<file path="config.mk">
export PLATFORM = sky130hd
export DESIGN_NAME = fetch_stage_flat
export DESIGN_NICKNAME = d
export VERILOG_FILES = /design/src/rtl/arm_defs.sv /design/src/rtl/fetch_stage_if.sv /design/src/rtl/fetch_queue.sv /design/src/rtl/fetch_stage.sv /design/src/flat_wrapper.sv
export SDC_FILE = /design/constraint.sdc
export NUM_CORES = 1
export LEC_CHECK = 0
export CAP_MARGIN = 15
export CORE_MARGIN = 4
export CORE_UTILIZATION = 54
export CTS_CLUSTER_DIAMETER = 60
export DETAILED_ROUTE_END_ITERATION = 10
export PLACE_DENSITY = 0.77
export SLEW_MARGIN = 20
export SYNTH_ARGS = -nofsm -noshare
export SYNTH_HDL_FRONTEND = slang
export SYNTH_SLANG_ARGS = --single-unit
</file>
<file path="constraint.sdc">
create_clock -name clk -period 5.81 [get_ports clk]
set_input_delay 1.162 -clock clk [delete_from_list [all_inputs] [get_ports clk]]
set_output_delay 1.162 -clock clk [all_outputs]
set_load 0.05 [all_outputs]
</file>
<file path="src/rtl/arm_defs.sv">
// Shared ARM-side constants and the fetch-queue entry layout.
package arm_defs;
  localparam int WORD_W = 32;
  localparam logic [WORD_W-1:0] ARM_NOP = 32'hE1A0_0000;  // MOV r0,r0 (cond AL)
  localparam logic [WORD_W-1:0] PC_INC  = 32'd4;

  typedef struct packed {
    logic [WORD_W-1:0] pc;     // fetch address + 4
    logic [WORD_W-1:0] instr;
  } fetch_entry_t;

  function automatic logic [WORD_W-1:0] word_align(input logic [WORD_W-1:0] a);
    return {a[WORD_W-1:2], 2'b00};
  endfunction
endpackage

</file>
<file path="src/rtl/fetch_stage_if.sv">
// Instruction-memory read port: single-cycle request pulse, in-order valid/data return.
interface fetch_stage_if;
  import arm_defs::*;
  logic              imem_req;
  logic [WORD_W-1:0] imem_addr;
  logic              imem_rvalid;
  logic [WORD_W-1:0] imem_rdata;

  modport master (output imem_req, imem_addr, input imem_rvalid, imem_rdata);
  modport slave  (input imem_req, imem_addr, output imem_rvalid, imem_rdata);
endinterface

</file>
<file path="src/rtl/fetch_queue.sv">
// Small circular FIFO of fetched {pc+4, instruction} entries with synchronous clear.
module fetch_queue
  import arm_defs::*;
#(
  parameter int unsigned DEPTH = 2,
  parameter int          CW    = $clog2(DEPTH + 1)
) (
  input  logic          clk,
  input  logic          rst,
  input  logic          push,
  input  logic          pop,
  input  logic          clear,
  input  fetch_entry_t  din,
  output fetch_entry_t  dout,
  output logic          full,
  output logic          empty,
  output logic [CW-1:0] count
);
  localparam int AW = $clog2(DEPTH);

  fetch_entry_t  mem_q [DEPTH];
  fetch_entry_t  mem_d [DEPTH];
  logic [AW-1:0] wr_q, wr_d, rd_q, rd_d;
  logic [CW-1:0] cnt_q, cnt_d;

  always_comb begin
    mem_d = mem_q;
    wr_d  = wr_q;
    rd_d  = rd_q;
    cnt_d = cnt_q;
    if (clear) begin
      wr_d  = '0;
      rd_d  = '0;
      cnt_d = '0;
    end else begin
      if (push) begin
        mem_d[wr_q] = din;
        wr_d        = wr_q + 1'b1;
      end
      if (pop) rd_d = rd_q + 1'b1;
      cnt_d = cnt_q + CW'(push) - CW'(pop);
    end
  end

  always_ff @(posedge clk or negedge rst) begin
    if (!rst) begin
      for (int i = 0; i < DEPTH; i++) mem_q[i] <= '0;
      wr_q  <= '0;
      rd_q  <= '0;
      cnt_q <= '0;
    end else begin
      mem_q <= mem_d;
      wr_q  <= wr_d;
      rd_q  <= rd_d;
      cnt_q <= cnt_d;
    end
  end

  assign dout  = mem_q[rd_q];
  assign full  = (cnt_q == CW'(DEPTH));
  assign empty = (cnt_q == '0);
  assign count = cnt_q;
endmodule

</file>
<file path="src/rtl/fetch_stage.sv">
// IF stage: owns the PC, keeps one imem read in flight, queues returned words and
// drives the IF/ID register with freeze hold and branch redirect/flush.
module fetch_stage
  import arm_defs::*;
#(
  parameter int unsigned       QDEPTH    = 2,
  parameter logic [WORD_W-1:0] NOP_INSTR = ARM_NOP,
  parameter logic [WORD_W-1:0] RESET_PC  = '0
) (
  input  logic              clk,
  input  logic              rst,
  input  logic              freeze,
  input  logic              branch_taken,
  input  logic [WORD_W-1:0] branch_addr,
  fetch_stage_if.master     imem,
  output logic [WORD_W-1:0] pc_out,
  output logic [WORD_W-1:0] instruction,
  output logic              valid_out
);
  localparam int CW = $clog2(QDEPTH + 1);

  logic [WORD_W-1:0] pc_q, pc_d, req_addr_q, req_addr_d;
  logic [WORD_W-1:0] pc_out_q, pc_out_d, instr_q, instr_d;
  logic              out_q, out_d, disc_q, disc_d, valid_q, valid_d;
  logic              resp, push, pop, issue, q_full, q_empty;
  logic [CW:0]       occ;
  logic [CW-1:0]     q_count;
  fetch_entry_t      q_din, q_dout;

  fetch_queue #(.DEPTH(QDEPTH), .CW(CW)) u_queue (
    .clk, .rst, .push, .pop, .clear(branch_taken), .din(q_din), .dout(q_dout),
    .full(q_full), .empty(q_empty), .count(q_count)
  );

  always_comb begin
    resp  = imem.imem_rvalid & out_q;
    pop   = ~branch_taken & ~freeze & ~q_empty;
    push  = resp & ~disc_q & ~branch_taken;
    // A kept in-flight word owns a queue slot whether it lands now or later.
    occ   = {1'b0, q_count} - (CW+1)'(pop) + (CW+1)'(out_q & ~disc_q);
    issue = rst & ~branch_taken & (~out_q | resp) & (occ < (CW+1)'(QDEPTH));
    q_din = '{pc: req_addr_q + PC_INC, instr: imem.imem_rdata};

    pc_d       = pc_q;
    req_addr_d = req_addr_q;
    out_d      = out_q;
    disc_d     = disc_q;
    pc_out_d   = pc_out_q;
    instr_d    = instr_q;
    valid_d    = valid_q;

    if (branch_taken) begin
      pc_d    = word_align(branch_addr);
      out_d   = out_q & ~imem.imem_rvalid;
      disc_d  = out_q & ~imem.imem_rvalid;  // a same-cycle word is simply dropped
      instr_d = NOP_INSTR;
      valid_d = 1'b0;
    end else begin
      if (resp) begin
        out_d  = 1'b0;
        disc_d = 1'b0;
      end
      if (issue) begin
        pc_d       = pc_q + PC_INC;
        req_addr_d = pc_q;
        out_d      = 1'b1;
      end
      if (!freeze) begin
        if (!q_empty) begin
          pc_out_d = q_dout.pc;
          instr_d  = q_dout.instr;
          valid_d  = 1'b1;
        end else begin
          instr_d = NOP_INSTR;
          valid_d = 1'b0;
        end
      end
    end
  end

  always_ff @(posedge clk or negedge rst) begin
    if (!rst) begin
      pc_q       <= RESET_PC;
      req_addr_q <= '0;
      out_q      <= 1'b0;
      disc_q     <= 1'b0;
      pc_out_q   <= '0;
      instr_q    <= NOP_INSTR;
      valid_q    <= 1'b0;
    end else begin
      pc_q       <= pc_d;
      req_addr_q <= req_addr_d;
      out_q      <= out_d;
      disc_q     <= disc_d;
      pc_out_q   <= pc_out_d;
      instr_q    <= instr_d;
      valid_q    <= valid_d;
    end
  end

  always_ff @(posedge clk) if (rst && push) assert (!q_full);

  assign imem.imem_req  = issue;
  assign imem.imem_addr = pc_q;
  assign pc_out         = pc_out_q;
  assign instruction    = instr_q;
  assign valid_out      = valid_q;
endmodule

</file>
<file path="src/flat_wrapper.sv">
// flat-port wrapper written by rule: the top's interface ports become plain ports
module fetch_stage_flat import arm_defs::*;
#(
  parameter int unsigned       QDEPTH    = 2,
  parameter logic [WORD_W-1:0] NOP_INSTR = ARM_NOP,
  parameter logic [WORD_W-1:0] RESET_PC  = '0
)
  (clk, rst, freeze, branch_taken, branch_addr, pc_out, instruction, valid_out, imem_imem_req, imem_imem_addr, imem_imem_rvalid, imem_imem_rdata);
  fetch_stage_if imem_i ();
  input  logic clk;
  input  logic rst;
  input  logic freeze;
  input  logic branch_taken;
  input  logic [WORD_W-1:0] branch_addr;
  output logic [WORD_W-1:0] pc_out;
  output logic [WORD_W-1:0] instruction;
  output logic valid_out;
  output wire logic [$bits(imem_i.imem_req)-1:0] imem_imem_req;
  output wire logic [$bits(imem_i.imem_addr)-1:0] imem_imem_addr;
  input wire logic [$bits(imem_i.imem_rvalid)-1:0] imem_imem_rvalid;
  input wire logic [$bits(imem_i.imem_rdata)-1:0] imem_imem_rdata;
  assign imem_imem_req = imem_i.imem_req;
  assign imem_imem_addr = imem_i.imem_addr;
  assign imem_i.imem_rvalid = imem_imem_rvalid;
  assign imem_i.imem_rdata = imem_imem_rdata;
  fetch_stage #(.QDEPTH(QDEPTH), .NOP_INSTR(NOP_INSTR), .RESET_PC(RESET_PC)) u_core (.clk(clk), .rst(rst), .freeze(freeze), .branch_taken(branch_taken), .branch_addr(branch_addr), .imem(imem_i), .pc_out(pc_out), .instruction(instruction), .valid_out(valid_out));
endmodule
</file>
---- Word level (Yosys, flattened, before mapping) ----
Cells that the tools add are included.
Widths: inputs -> output; s select.
storage, ports and cells
  register bits after elaboration ......... 263
  logic and storage cells ................. 80
operators by class
  eq/ne operators ......................... 1
  $add $sub $neg .......................... 8
  order comparisons ....................... 4
  bitwise operators ....................... 20
  muxes and demuxes ....................... 23
  reductions and logical operators ........ 10
operator list
  operator               number
  $mux 64                4
  $mux 32                5
  $bwmux 128             1
  $add 32x3->32 const B  2
  $demux 64 s1           1
  $mux 1                 11
  $and 1x1->1            9
  $reduce_bool 2->1      4
  $not 1->1              6
  $ge 2x2->1 const B     2
  $not 1->2              2
  $reduce_and 2->1       2
  $add 3x3->3            1
  $and 1x3->3            1
  $lt 3x2->1 const B     1
  $not 1->3              1
  $reduce_and 3->1       1
  $reduce_bool 3->1      1
  $sub 2x1->3            1
  $add 1x1->1 const B    2
  $add 2x1->2            1
  $logic_not 2->1        1
  $lt 2x1->1 const B     1
  $mux 2                 1
  other kinds (4)        4

---- Depth between registers and ports, before layout ----
Gate-level depths: netlist of run 1.
  depth in word-level cells ............... 9
  gate-level depth with buffers ........... 16
  depth with buffers taken out ............ 13

---- Modules after synthesis ----
From an unflattened synthesis of run 1, not the netlist that was laid out.
unflattened totals
  cell total of the unflattened synthesis .. 944
  area total of the unflattened synthesis .. 11980.2 sq um
modules (own cells, without submodules)
  module       times used  area an instance (sq um)  cells an instance
  fetch_queue  1           6058.3                    360
  fetch_stage  1           5921.9                    584

---- Worst setup path after synthesis of run 1 ----
Ideal clock, no wire load.
  path kind ............................... in2out
  start ................................... input port freeze
  end ..................................... output port imem_imem_req
  arrival ................................. 4061 ps
  slack ................................... 587 ps
  path buffers ............................ 3
  cell stages on the path ................. 12
  required time ........................... 4648 ps
  path through ............................ nor2_1 -> nand2_1 -> inv_1 -> clkbuf_1 -> buf_1 -> ha_1 -> nor2_1 -> nand2_1 -> fa_1 -> nand2_1 -> nor4_2 -> buf_2
between the ends
  longest elaborated chain between the ends .. 7
RTL lines
  what                        RTL line            RTL
  start: declaration          flat_wrapper.sv:12  input logic freeze;
  $not 1->1 (no source line)  --
  $and 1x1->1 (2 in a row)    fetch_stage.sv:37   pop = ~branch_taken & ~freeze & ~q_empty;
  $sub 2x1->3                 fetch_stage.sv:40   occ = {1'b0, q_count} - (CW+1)'(pop) + (CW+1)'(out_q & ~disc_q);
  $add 3x3->3                 fetch_stage.sv:40
  $lt 3x2->1                  fetch_stage.sv:41   issue = rst & ~branch_taken & (~out_q | resp) & (occ < (CW+1)'(QDEPTH));
  $and 1x1->1                 fetch_stage.sv:41
  end: declaration            flat_wrapper.sv:18  output wire logic [$bits(imem_i.imem_req)-1:0] imem_imem_req;
Every way passes these cells.

---- Worst setup path in the final report of run 1 ----
Same ends and word-level chain as after synthesis.

==> results.md, run 1 <==
- Pre-Repair DR Iteration Count: 5
- Max IR drop VDD: 0.260 mV
- Gate Count Post-Synth: 977
- Final setup violating endpoints: 0
- Most common cell type on the critical path: sky130_fd_sc_hd__nand2_1
- Worst-path clk slew: 0.06 ns
- Worst EP required: 4.65 ns
- Clock latency on the worst-skew pair: 0.52 ns
- Count of fill cells added during filler insertion: 1516
- Post-layout utilization of the core: 68.4%
- Worst Path Arrival: 3.64 ns
- Placed instance count: 1369
- Global-route wire length before repair: 39200 um
- Highest cell delay on the worst timing path: 0.48 ns
- Max H-tree Level: 1
- EDFF count, synth: 0
- Peak Freq: 208 MHz
- Most frequent cells in the layout: sky130_fd_sc_hd__dfrtp_1, sky130_fd_sc_hd__clkdlybuf4s50_1, sky130_fd_sc_hd__nand2_1
- Via count: 7684
- Placeable core region: 0.0202 mm2
- Number of DRC violations after detailed routing: 0
- Static Leakage: 5.75 nW
- Pin slew with the least headroom to its limit: 0.911 ns
- # clock sinks: 253
- Cell taking the most area after synthesis: sky130_fd_sc_hd__dfrtp_1
- Initial standard-cell utilization of the core: 54.7%
- Area taken by multi-input logic gates: 0.00449 mm2
- Status: completed
- Number of hold buffers added after CTS: 0
- Share of the clock period used by the worst path: 82.6%
- All-Layer GR Usage: 21.1%
- Worst min path class: reg2reg
- Clock skew: 0.0173 ns
- Cell variety after synth: 48
- Area contributors post-synth: sky130_fd_sc_hd__dfrtp_1, sky130_fd_sc_hd__mux2_2, sky130_fd_sc_hd__mux2i_1
- Setup TNS: 0 ns
- IO buf count: 160
- Grt ovf: 0
- Post-route antenna net violation count: 0
- Detailed placement HPWL: 16000 um
- Worst relative slew slack: 39.3%
- Horizontal extent of the die: 151 um
- Leading register cell type out of synthesis: sky130_fd_sc_hd__dfrtp_1
- FF/Latch Area: 0.00634 mm2
- Routed wire per std cell: 16.9 um
- Maximum number of pins on one net before global-route repair: 165
- Die area: 0.0229 mm2
- Number of CTS-inserted buffers: 26
- Fraction of layout instances using a drive strength above 1: 15.6%
- Maximum Capacitance Violations: 0
- Proportion of register bits with asynchronous set or reset after synthesis: 100%
- Cell Area, Synth: 0.0111 mm2
- Vias per cell: 5.43
- R2r worst-path depth: 13
- Worst hold path depth: 2
- Critical path class: in2out
- Clock Path Buffers: 3
- Initial antenna violation count: 0
- Final routed wirelength across all metal layers: 23900 um
- Min Clock Period, post-route: 4.80 ns
- Master cell of the clock root buffer: sky130_fd_sc_hd__clkbuf_16
- Count of yosys warnings during synthesis: 0
- Kind of start point of the critical path: input port
- Number of cells upsized or downsized after cts: 0
- I/O pin total: 167
- Final Hold Vio Count: 0
- Critical path peak fanout: 5
- Global placer's final weighted congestion: 0.826
- Post-CTS setup-driven buffer insertion count: 0
- Die Y: 151 um
- Number of register bits inferred by synthesis: 253
- Commonest non-fill, non-tap cell in the layout: sky130_fd_sc_hd__dfrtp_1
- RSZ-0062 raised after global routing: no
- Nets@finish: 1202
- Antenna cells: 0
- Top cell type's share of synthesized area: 55.8%
- Worst hold margin: 0.473 ns
- Post-Synthesis Mean Instance Area: 11.3 um2
- Final Slew Violations: 0
- Area growth, synth to finish: 24.9%
- Pwr dens: 472 mW/mm2
- Sequential area share after synthesis: 57.2%
- Ordered list of cells on the worst path: clkdlybuf4s50_1 > nor2_1 > nand2_1 > inv_2 > ha_1 > nor2_1 > nand2_1 > fa_1 > nand2_1 > nor4_4 > buf_12
- Number of rows in the core area: 52
- Cell with the largest stage delay on the worst path: sky130_fd_sc_hd__clkdlybuf4s50_1
- Kind of end point of the critical path: output port
- Vias in the first global route: 7660
- Non-filler cells, final: 1414
- Clock tree from TritonCTS: done
- Drt first-iter violations: 550
-- logic make-up (layout without fill, tap and decap cells) --
logic type | Yosys count | in the layout | share of synthesized area, %
AOI/OAI and AO/OA | 157 | 157 | 7.29
and+or+nand+nor | 279 | 279 | 12.1
DFF | 253 | 253 | 57.2
xor gates and xnor gates | 54 | 54 | 4.27
buffers and inverters | 65 | 229 | 2.59
adders and majority gates | 6 | 6 | 0.746
muxes | 162 | 162 | 15.7
other | 1 | 4 | 0.0339
-- critical path, delay by kind of cell --
family	cells	cell delay [ns]
buf+inv	3	0.73
fa+ha+maj	2	0.70
simple gates	6	1.04
-- final timing paths --
kind	start	to	slack, ns
max	freeze	imem_imem_req	1.01
min	u_core.instruction[0]	u_core.instruction[0]	0.47
max reg2reg	u_core.u_queue.count[1]	u_core.imem.imem_addr[31]	2.32
min reg2reg	u_core.instruction[0]	u_core.instruction[0]	0.47
max in group asynchronous	rst	u_core.u_queue.mem_q[110]	3.79
min in group asynchronous	rst	u_core.instruction[12]	0.63
-- routing by layer --
metal	vias to the layer above	wire length [um]	GRT usage, %
li1	3697	-	-
met2	199	11100	33.0
met5	-	0	0
met4	0	485	5.08
met1	3752	11100	31.2
met3	36	1210	3.50
-- cells in the mapped netlist (8+ instances only) --
library cell	number
sky130_fd_sc_hd__xnor2_1	15
sky130_fd_sc_hd__xor2_1	39
sky130_fd_sc_hd__mux2_2	98
sky130_fd_sc_hd__dfrtp_1	247
sky130_fd_sc_hd__a21oi_1	62
sky130_fd_sc_hd__inv_1	11
sky130_fd_sc_hd__buf_1	10
sky130_fd_sc_hd__o21ai_0	82
sky130_fd_sc_hd__nor2_1	84
sky130_fd_sc_hd__a31oi_1	8
sky130_fd_sc_hd__clkbuf_1	26
sky130_fd_sc_hd__nand4_1	23
sky130_fd_sc_hd__or3_1	8
sky130_fd_sc_hd__nand2_1	103
sky130_fd_sc_hd__buf_2	12
sky130_fd_sc_hd__mux2i_1	64
sky130_fd_sc_hd__nand3_1	24
-- area by class of cell --
cell class                      count  area share, %
Inverter                           11          0.299
Clock inverter                     10           1.01
Tap cell                          270           2.44
Timing Repair Buffer              173           12.5
Sequential cell                   253           45.9
Clock buffer                       35           5.45
Multi-Input combinational cell    662           32.5
-- registers in the layout, summed over array words and instances, names as in the netlist --
| name | cells |
|---|---|
| u_core.imem.imem_addr | 30 |
| u_core.u_queue.wr_q | 1 |
| u_core.u_queue.mem_q | 124 |
| u_core.disc_q | 1 |
| u_core.req_addr_q | 30 |
| u_core.valid_out | 1 |
| u_core.u_queue.rd_q | 1 |
| u_core.u_queue.count | 2 |
| u_core.instruction | 32 |
| u_core.out_q | 1 |
| u_core.pc_out | 30 |
-- power by group --
part           leakage [nW]  internal (W)  switching [W]
Clock                 0.446       0.00104       0.000660
Combinational          2.16      0.000850        0.00113
Sequential             3.14       0.00238       0.000457
Total                  5.75       0.00427        0.00225
-- through the flow --
stage	setup slack (ns)	power, W	cell area, um2
detailed placement	1.01	0.00486	12900
global placement	1.05	0.00479	12900
global route	0.846	0.00691	13800
floorplan	0.587	0.00417	11100
finish	1.01	0.00652	13800
CTS	1.00	0.00659	13800
No activity file was read; power rests on OpenSTA's default activity.
==> inputs of run 2 (changes only) <==
==> constraint.sdc (replaced) <==
create_clock -name clk -period 4.9 [get_ports clk]
set_input_delay 0.98 -clock clk [delete_from_list [all_inputs] [get_ports clk]]
set_output_delay 0.98 -clock clk [all_outputs]
set_load 0.05 [all_outputs]
==> results.md, run 2 (synthesized netlist as in run 1, its figures left out) <==
- Max IR drop VDD: 0.307 mV
- Cell family with most CP delay: simple AND/OR/NAND/NOR gates
- Number of DRC violations after detailed routing: 0
- Kind of end point of the critical path: output port
- Pwr dens: 566 mW/mm2
- Final routed wirelength across all metal layers: 24500 um
- Worst setup endpoint: imem_imem_req
- Post-placement setup slack: 0.448 ns
- I/O pin total: 167
- Static Leakage: 5.77 nW
- Critical path class: in2out
- Final Slew Violations: 0
- Kind of start point of the critical path: input port
- Global-route wire length before repair: 40500 um
- Status: completed
- Peak Freq: 225 MHz
- Reg-to-reg startpoint: u_core.u_queue.count[1]
- Post-route antenna net violation count: 0
- Number of CTS-inserted buffers: 27
- Vias in the first global route: 7783
- Worst-path clk slew: 0.06 ns
- Number of rows in the core area: 52
- Master cell of the clock root buffer: sky130_fd_sc_hd__clkbuf_16
- Maximum number of pins on one net before global-route repair: 143
- Clock tree from TritonCTS: done
- Clock Path Buffers: 3
- Worst relative slew slack: 38.1%
- Global placer's final weighted congestion: 0.857
- Commonest non-fill, non-tap cell in the layout: sky130_fd_sc_hd__dfrtp_1
- Fin worst setup slack: 0.450 ns
- Buf/Inv on CP: 3
- Antenna cells: 0
- Via count: 7720
- All-Layer GR Usage: 21.8%
- Clock latency on the worst-skew pair: 0.52 ns
- Setup TNS: 0 ns
- Cell with the largest stage delay on the worst path: sky130_fd_sc_hd__clkdlybuf4s50_1
- Worst min path class: in2async
- Most common cell type on the critical path: sky130_fd_sc_hd__nand2_1
- Placeable core region: 0.0202 mm2
- Worst R2R Setup Slack: 1.56 ns
- Maximum Capacitance Violations: 0
- Fraction of layout instances using a drive strength above 1: 15.6%
- Drt first-iter violations: 431
- Die area: 0.0229 mm2
- Capture instance of the worst register-to-register path: u_core.imem.imem_addr[28]
- Initial standard-cell utilization of the core: 54.7%
- Share of the clock period used by the worst path: 90.8%
- Initial antenna violation count: 0
- Number of cells upsized or downsized after cts: 0
- # clock sinks: 253
- R2r worst-path depth: 14
- Max H-tree Level: 1
- Flip-flop count of the largest register after layout: 124
- Post-CTS setup-driven buffer insertion count: 0
- Grt ovf: 0
- Vias per cell: 5.45
- Worst hold margin: 0.329 ns
- Detailed placement HPWL: 16100 um
- FF/Latch Area: 0.00634 mm2
- Min Clock Period, post-route: 4.45 ns
- Count of fill cells added during filler insertion: 1509
- Number of hold buffers added after CTS: 0
- Final setup violating endpoints: 0
- Routed wire per std cell: 17.3 um
- Pin slew with the least headroom to its limit: 0.921 ns
- Most frequent cells in the layout: sky130_fd_sc_hd__dfrtp_1, sky130_fd_sc_hd__clkdlybuf4s50_1, sky130_fd_sc_hd__nand2_1
- Post-layout utilization of the core: 68.7%
- Ordered list of cells on the worst path: clkdlybuf4s50_1 > nor2_1 > nand2_1 > inv_2 > ha_1 > nor2_1 > nand2_1 > fa_1 > nand2_1 > nor4_4 > buf_12
- Highest cell delay on the worst timing path: 0.49 ns
- Critical path launch point: freeze
- Area taken by multi-input logic gates: 0.00449 mm2
- IO buf count: 160
- Final Hold Vio Count: 0
- Area growth, synth to finish: 25.4%
- Worst EP required: 3.92 ns
- RSZ-0062 raised after global routing: no
- Nets@finish: 1203
- Worst Path Arrival: 3.47 ns
- Clock skew: 0.0117 ns
- Die Y: 151 um
- Critical path peak fanout: 5
- Horizontal extent of the die: 151 um
- Pre-Repair DR Iteration Count: 5
- Register bank with the most flops: u_core.u_queue.mem_q
- Cell count along the critical path: 11
-- run 2: cell count changes in the layout (fill, tap and decap cells not counted) --
cell                        change
sky130_fd_sc_hd__inv_6          +1
sky130_fd_sc_hd__bufinv_16      +1
sky130_fd_sc_hd__buf_4          -1
sky130_fd_sc_hd__clkbuf_1       +3
sky130_fd_sc_hd__clkbuf_16      +1
sky130_fd_sc_hd__buf_12         +1
sky130_fd_sc_hd__clkinv_2       -2
sky130_fd_sc_hd__clkbuf_8       -1
-- run 2: how the worst min path moves through the flow --
stage,start,cells past startpoint,to,slack (ns)
after floorplan,u_core.u_queue.mem_q[34],2,u_core.u_queue.mem_q[34],0.45
after global placement,u_core.u_queue.mem_q[57],2,u_core.u_queue.mem_q[57],0.46
after detailed placement,u_core.valid_out,2,u_core.valid_out,0.46
after CTS,rst,1,u_core.instruction[14],0.33
after global routing,rst,1,u_core.instruction[14],0.35
final,rst,1,u_core.instruction[14],0.33
-- run 2: power by group --
group | internal [W] | switching (W) | total (W)
combinational | 0.00101 | 0.00135 | 0.00236
clock | 0.00132 | 0.000810 | 0.00213
sequential | 0.00283 | 0.000547 | 0.00337
total | 0.00515 | 0.00271 | 0.00786
-- run 2: layout make-up --
cell class	instances	share of cell area, %
multi-input cells	662	32.3
repair buffers	173	12.5
well taps	270	2.43
clock inverters	10	1.22
inverters	11	0.297
flip-flops and latches	253	45.6
clock buffers	38	5.59
-- run 2: layer usage --
layer	vias to the layer above	global-route usage (%)	wire length [um]
li1	3688	-	-
met5	-	0	0
met4	0	5.80	442
met2	194	33.9	11600
met3	34	3.32	1100
met1	3804	32.3	11300
-- run 2: metrics by stage --
step	instances	total power [W]	cell area, um2
after floorplan	980	0.00494	11100
after global placement	1369	0.00568	12900
after detailed placement	1369	0.00577	12900
after CTS	1417	0.00792	13900
after global routing	1417	0.00831	13900
final	1417	0.00786	13900
